$ cat src/rtl/multicycle_ctrl.sv
// Multicycle RV32 control unit: FSM sequencing of fetch/decode/execute/memory/writeback plus retired-instruction counter.
// Optional feature: define ILLEGAL_TRAP_EN to trap on unrecognised opcodes instead of treating them as NOPs.
module multicycle_ctrl #(
  parameter int CNT_W = 32
) (
  input  logic             clk,
  input  logic             rst_n,
  input  logic [6:0]       opcode,
  input  logic             mem_ready,
  input  logic             branch_taken,
  output logic             mem_req,
  output logic             mem_we,
  output logic             adr_src,
  output logic             ir_write,
  output logic             pc_write,
  output logic             reg_write,
  output logic [2:0]       imm_src,
  output logic [1:0]       alu_src_a,
  output logic [1:0]       alu_src_b,
  output logic [1:0]       alu_op,
  output logic [1:0]       result_src,
  output logic [CNT_W-1:0] instret,
  output logic             illegal_instr
);

  localparam logic [6:0] OP_LOAD  = 7'b0000011;
  localparam logic [6:0] OP_STORE = 7'b0100011;
  localparam logic [6:0] OP_R     = 7'b0110011;
  localparam logic [6:0] OP_I     = 7'b0010011;
  localparam logic [6:0] OP_LUI   = 7'b0110111;
  localparam logic [6:0] OP_AUIPC = 7'b0010111;
  localparam logic [6:0] OP_BR    = 7'b1100011;
  localparam logic [6:0] OP_JAL   = 7'b1101111;
  localparam logic [6:0] OP_JALR  = 7'b1100111;

  typedef enum logic [3:0] {
    FETCH, DECODE, MEMADR, MEMRD, MEMWB, MEMWR,
    EXEC_R, EXEC_I, EXEC_U, ALUWB, BRANCH, JAL, JALR
`ifdef ILLEGAL_TRAP_EN
    , TRAP
`endif
  } state_t;

  state_t state, next_state;
  logic   retire;

  always_ff @(posedge clk) begin
    if (!rst_n) begin
      state   <= FETCH;
      instret <= '0;
    end else begin
      state <= next_state;
      if (retire) instret <= instret + CNT_W'(1);
    end
  end

  always_comb begin
    next_state = state;
    mem_req    = 1'b0;
    mem_we     = 1'b0;
    adr_src    = 1'b0;
    ir_write   = 1'b0;
    pc_write   = 1'b0;
    reg_write  = 1'b0;
    imm_src    = 3'b000;
    alu_src_a  = 2'b00;
    alu_src_b  = 2'b00;
    alu_op     = 2'b00;
    result_src = 2'b00;
    case (state)
      FETCH: begin
        mem_req    = 1'b1;
        alu_src_b  = 2'b10;
        result_src = 2'b10;
        if (mem_ready) begin
          ir_write   = 1'b1;
          pc_write   = 1'b1;
          next_state = DECODE;
        end
      end
      DECODE: begin
        // ALU precomputes the branch target while the opcode is decoded
        alu_src_a = 2'b01;
        alu_src_b = 2'b01;
        imm_src   = 3'b010;
        case (opcode)
          OP_LOAD, OP_STORE: next_state = MEMADR;
          OP_R:              next_state = EXEC_R;
          OP_I:              next_state = EXEC_I;
          OP_LUI, OP_AUIPC:  next_state = EXEC_U;
          OP_BR:             next_state = BRANCH;
          OP_JAL:            next_state = JAL;
          OP_JALR:           next_state = JALR;
`ifdef ILLEGAL_TRAP_EN
          default:           next_state = TRAP;
`else
          default:           next_state = FETCH;
`endif
        endcase
      end
      MEMADR: begin
        alu_src_a = 2'b10;
        alu_src_b = 2'b01;
        if (opcode == OP_STORE) begin
          imm_src    = 3'b001;
          next_state = MEMWR;
        end else begin
          next_state = MEMRD;
        end
      end
      MEMRD: begin
        mem_req = 1'b1;
        adr_src = 1'b1;
        if (mem_ready) next_state = MEMWB;
      end
      MEMWB: begin
        result_src = 2'b01;
        reg_write  = 1'b1;
        next_state = FETCH;
      end
      MEMWR: begin
        mem_req = 1'b1;
        adr_src = 1'b1;
        mem_we  = 1'b1;
        if (mem_ready) next_state = FETCH;
      end
      EXEC_R: begin
        alu_src_a  = 2'b10;
        alu_op     = 2'b10;
        next_state = ALUWB;
      end
      EXEC_I: begin
        alu_src_a  = 2'b10;
        alu_src_b  = 2'b01;
        alu_op     = 2'b10;
        next_state = ALUWB;
      end
      EXEC_U: begin
        // LUI adds the immediate to zero, AUIPC to the old PC
        imm_src    = 3'b011;
        alu_src_b  = 2'b01;
        alu_src_a  = (opcode == OP_LUI) ? 2'b11 : 2'b01;
        next_state = ALUWB;
      end
      ALUWB: begin
        reg_write  = 1'b1;
        next_state = FETCH;
      end
      BRANCH: begin
        alu_src_a  = 2'b10;
        alu_op     = 2'b01;
        pc_write   = branch_taken;
        next_state = FETCH;
      end
      JAL: begin
        alu_src_a  = 2'b01;
        alu_src_b  = 2'b10;
        imm_src    = 3'b100;
        reg_write  = 1'b1;
        pc_write   = 1'b1;
        next_state = FETCH;
      end
      JALR: begin
        alu_src_a  = 2'b01;
        alu_src_b  = 2'b10;
        reg_write  = 1'b1;
        pc_write   = 1'b1;
        next_state = FETCH;
      end
`ifdef ILLEGAL_TRAP_EN
      TRAP: next_state = TRAP;
`endif
      default: next_state = FETCH;
    endcase
    // Reset masks every strobe so a late mem_ready cannot complete a transfer
    if (!rst_n) begin
      mem_req   = 1'b0;
      mem_we    = 1'b0;
      ir_write  = 1'b0;
      pc_write  = 1'b0;
      reg_write = 1'b0;
    end
  end

`ifdef ILLEGAL_TRAP_EN
  logic illegal_q;

  assign retire = (next_state == FETCH) && (state != FETCH) && (state != TRAP);

  always_ff @(posedge clk) begin
    if (!rst_n)
      illegal_q <= 1'b0;
    else if (state == DECODE && next_state == TRAP)
      illegal_q <= 1'b1;
  end

  assign illegal_instr = illegal_q;
`else
  assign retire        = (next_state == FETCH) && (state != FETCH);
  assign illegal_instr = 1'b0;
`endif

endmodule
$ cat config.mk
export PLATFORM = sky130hd
export DESIGN_NAME = multicycle_ctrl
export DESIGN_NICKNAME = d
export VERILOG_FILES = /design/src/rtl/multicycle_ctrl.sv
export SDC_FILE = /design/constraint.sdc
export NUM_CORES = 1
export LEC_CHECK = 0
export ABC_AREA = 1
export ABC_CLOCK_PERIOD_IN_PS = 2300
export CORE_MARGIN = 10
export CORE_UTILIZATION = 41
export CTS_CLUSTER_SIZE = 30
export DETAILED_ROUTE_END_ITERATION = 16
export PLACE_DENSITY_LB_ADDON = 0.1
export SLEW_MARGIN = 40
export SYNTH_ARGS = -nofsm -noshare
export SYNTH_HDL_FRONTEND = slang
export SYNTH_SLANG_ARGS = --single-unit
export TNS_END_PERCENT = 30
$ cat constraint.sdc
create_clock -name clk -period 2.3 [get_ports clk]
set_clock_uncertainty 0.2 [all_clocks]
set_input_delay 0.345 -clock clk [delete_from_list [all_inputs] [get_ports clk]]
set_output_delay 0.345 -clock clk [all_outputs]
set_load 0.02 [all_outputs]
==> flow_metrics.env <==
export IMPL_multiInputGateArea_sq_um=1670
export IMPL_min_period_ns=2.18
export IMPL_drt_drc_violations_left=0
export IMPL_row_count=29
export IMPL_finalHoldViolCount=0
export IMPL_clockPowerShare=0.280
export IMPL_synth_top_area_share=0.264
export IMPL_antenna_found_initial=0
export IMPL_cts_tree="yes"
export IMPL_syn_area_sq_um=2730
export IMPL_numCtsBuffers=5
export IMPL_r2r_start="instret[0]$_SDFFE_PN0P_"
export IMPL_hold_buffers=0
export IMPL_ir_worst_vdd_uv=227
export IMPL_clk_pin_slew_ns=0.07
export IMPL_endpoint_kind="output port"
export IMPL_placed_area_sq_um=3620
export IMPL_status="finished, final reports clean"
export IMPL_synthCells=496
export IMPL_drtPass1Iterations=4
export IMPL_synth_edff_count=0
export IMPL_max_freq_ghz=0.458
export IMPL_wl_per_cell_um=12.8
export IMPL_internal_power_w=0.00113
export IMPL_cts_setup_buffers=0
export IMPL_worstHoldPathCells=2
export IMPL_track_usage=0.170
export IMPL_vias=3152
export IMPL_clk_insertion_delay_late_ns=0.29
export IMPL_final_area_sq_um=3690
export IMPL_slew_viol_final=0
export IMPL_required_ns=1.75
export IMPL_pwr_share_comb=0.290
export IMPL_yosysMostFrequentCell="nand2_1"
export IMPL_core_sq_um=6420
export IMPL_avgSynthCellArea_sq_um=5.50
export IMPL_leakagePower_nw=1.84
export IMPL_post_drt_via_cell_ratio=4.77
export IMPL_dieArea_sq_um=10300
export IMPL_whs_ns=0.350
export IMPL_drtIter0Drc=140
export IMPL_worstSetupStartpointType="input pin"
export IMPL_n_antenna_cell=0
export IMPL_hold_start="instret[1]$_SDFFE_PN0P_"
export IMPL_fin_ws_ns=0.118
export IMPL_startpoint="opcode[2]"
export IMPL_die_w_um=102
export IMPL_min_period_over_period=0.949
export IMPL_swShare=0.336
export IMPL_reg2reg_depth=9
export IMPL_dp_hpwl_um=6920
export IMPL_grt_max_degree=26
export IMPL_fillers=669
export IMPL_cts_max_path_buffers=2
export IMPL_portBuffers=59
export IMPL_synth_common_cells="nand2_1, nor2_1, inv_1"
export IMPL_async_flop_share=0
export IMPL_grt_ovfl_total=0
export IMPL_layout_drive_gt1_share=0.0976
export IMPL_p_per_area_nw_per_um2=462
export IMPL_cts_sinks=36
export IMPL_ioPinCount=61
export IMPL_place_ws_ns=-0.226
export IMPL_synth_warnings=0
export IMPL_yosys_area_top_type="dfxtp_1"
export IMPL_die_y_um=102
export IMPL_setup_violations=0
export IMPL_ant_nets=0
export IMPL_seqPwrFrac=0.430
export IMPL_net_switching_power_w=0.000573
export IMPL_criticalPathCategory="in -> out"
export IMPL_dp_cells=653
export IMPL_ys_top_cells_by_area="dfxtp_1, nand2_1, nor2_1"
export IMPL_seqCellArea_sq_um=723
export IMPL_grt_pass1_vias=3171
export IMPL_nets=595
export IMPL_arrival_ns=1.64
export IMPL_hp_class="reg -> reg"
export IMPL_yosysSeqAreaShare=0.264
export IMPL_ys_ff_latch=36
export IMPL_synthDistinctLibCells=28
export IMPL_maxCapViolations=0
export IMPL_synth_flop_cell="dfxtp_1"
export IMPL_drt_total_wl_um=8440
export IMPL_gp_congestion=0.990
export IMPL_syn2layout_area_growth_pct=35.2
export IMPL_layoutNonFillerInstCount=661
export IMPL_start_util=0.425
export IMPL_syn_nets=508
export IMPL_worst_path_max_fanout=3
export IMPL_grt_pass1_wl_um=14300
export IMPL_htreeDepth=2
export IMPL_ctsRootBufferMaster="clkbuf_8"
==> metrics by stage <==
step / power (W) / setup TNS (ns) / utilization
3_3_place_gp: 0.00125 / -2.27 / 0.563
4_1_cts: 0.00173 / 0 / 0.575
6_report: 0.00171 / 0 / 0.575
2_1_floorplan: 0.00103 / 0 / -
5_1_grt: 0.00182 / -0.00291 / 0.575
3_5_place_dp: 0.00125 / -4.84 / 0.563
==> power groups by stage <==
| stage | clock network, W | logic (W) | registers, W |
|---|---|---|---|
| global route | 0.000525 | 0.000553 | 0.000743 |
| CTS | 0.000492 | 0.000502 | 0.000732 |
| finish | 0.000478 | 0.000495 | 0.000732 |
| global placement | 0 | 0.000500 | 0.000746 |
| detailed placement | 0 | 0.000508 | 0.000746 |
| floorplan | 0 | 0.000238 | 0.000787 |
==> repair_timing <==
item,CTS,global route
pin swaps,0,0
setup endpoints to repair,15,26
gates resized for setup,16,14
==> worst max-delay path: stages <==
cell and delay (ns):
clkdlybuf4s50_1 0.44, inv_1 0.07, nand2_1 0.07, nor2_1 0.19, nand3_1 0.13, nand2_1 0.07
dlygate4sd2_1 0.34
==> cells in the final DEF (no fill, tap or decap), drive strengths merged, types with 3 or more instances in the layout <==
cell           count
a31oi              3
buf               33
nor2             119
nor3               3
inv               73
clkdlybuf4s50     42
a21oi              6
nand2            169
dfxtp             36
xor2              21
nand4              4
clkbuf            11
dlygate4sd2       12
o21ai              3
nand3             40
==> layer usage <==
metal,part of all wire,up-vias,track usage
li1,-,1659,-
met1,0.41,1406,0.181
met2,0.50,77,0.309
met3,0.063,10,0.0511
met4,0.021,0,0.0594
met5,0,-,0
==> state kept, by name (all words and copies together) (netlist names) <==
signal / flops
instret: 32
state: 4
==> final cells by class <==
class                   instances  share of cell area
clock buffers                   8              0.0244
repair buffers                 92               0.227
well taps                      77              0.0261
multi-input cells             375               0.452
inverters                      73              0.0742
flip-flops and latches         36               0.196
==> kinds of logic (layout without fill, tap and decap cells) <==
kind of cell / after synthesis / in the layout / synth area share
simple gates: 337 / 337 / 0.502
flops: 36 / 36 / 0.264
compound gates: 15 / 15 / 0.0335
xor+xnor: 21 / 21 / 0.0674
buf+inv: 85 / 173 / 0.127
fa+ha+maj: 1 / 1 / 0.00458
other cells: 1 / 1 / 0.00137
==> worst paths after layout <==
check                           slack [ns]                  endpoint
worst max-delay path                  0.12                imm_src[0]
worst min-delay path                  0.35   instret[1]$_SDFFE_PN0P_
worst max register to register        0.25  instret[25]$_SDFFE_PN0P_
worst min register to register        0.35   instret[1]$_SDFFE_PN0P_
Power figures use the tool's default switching activity.
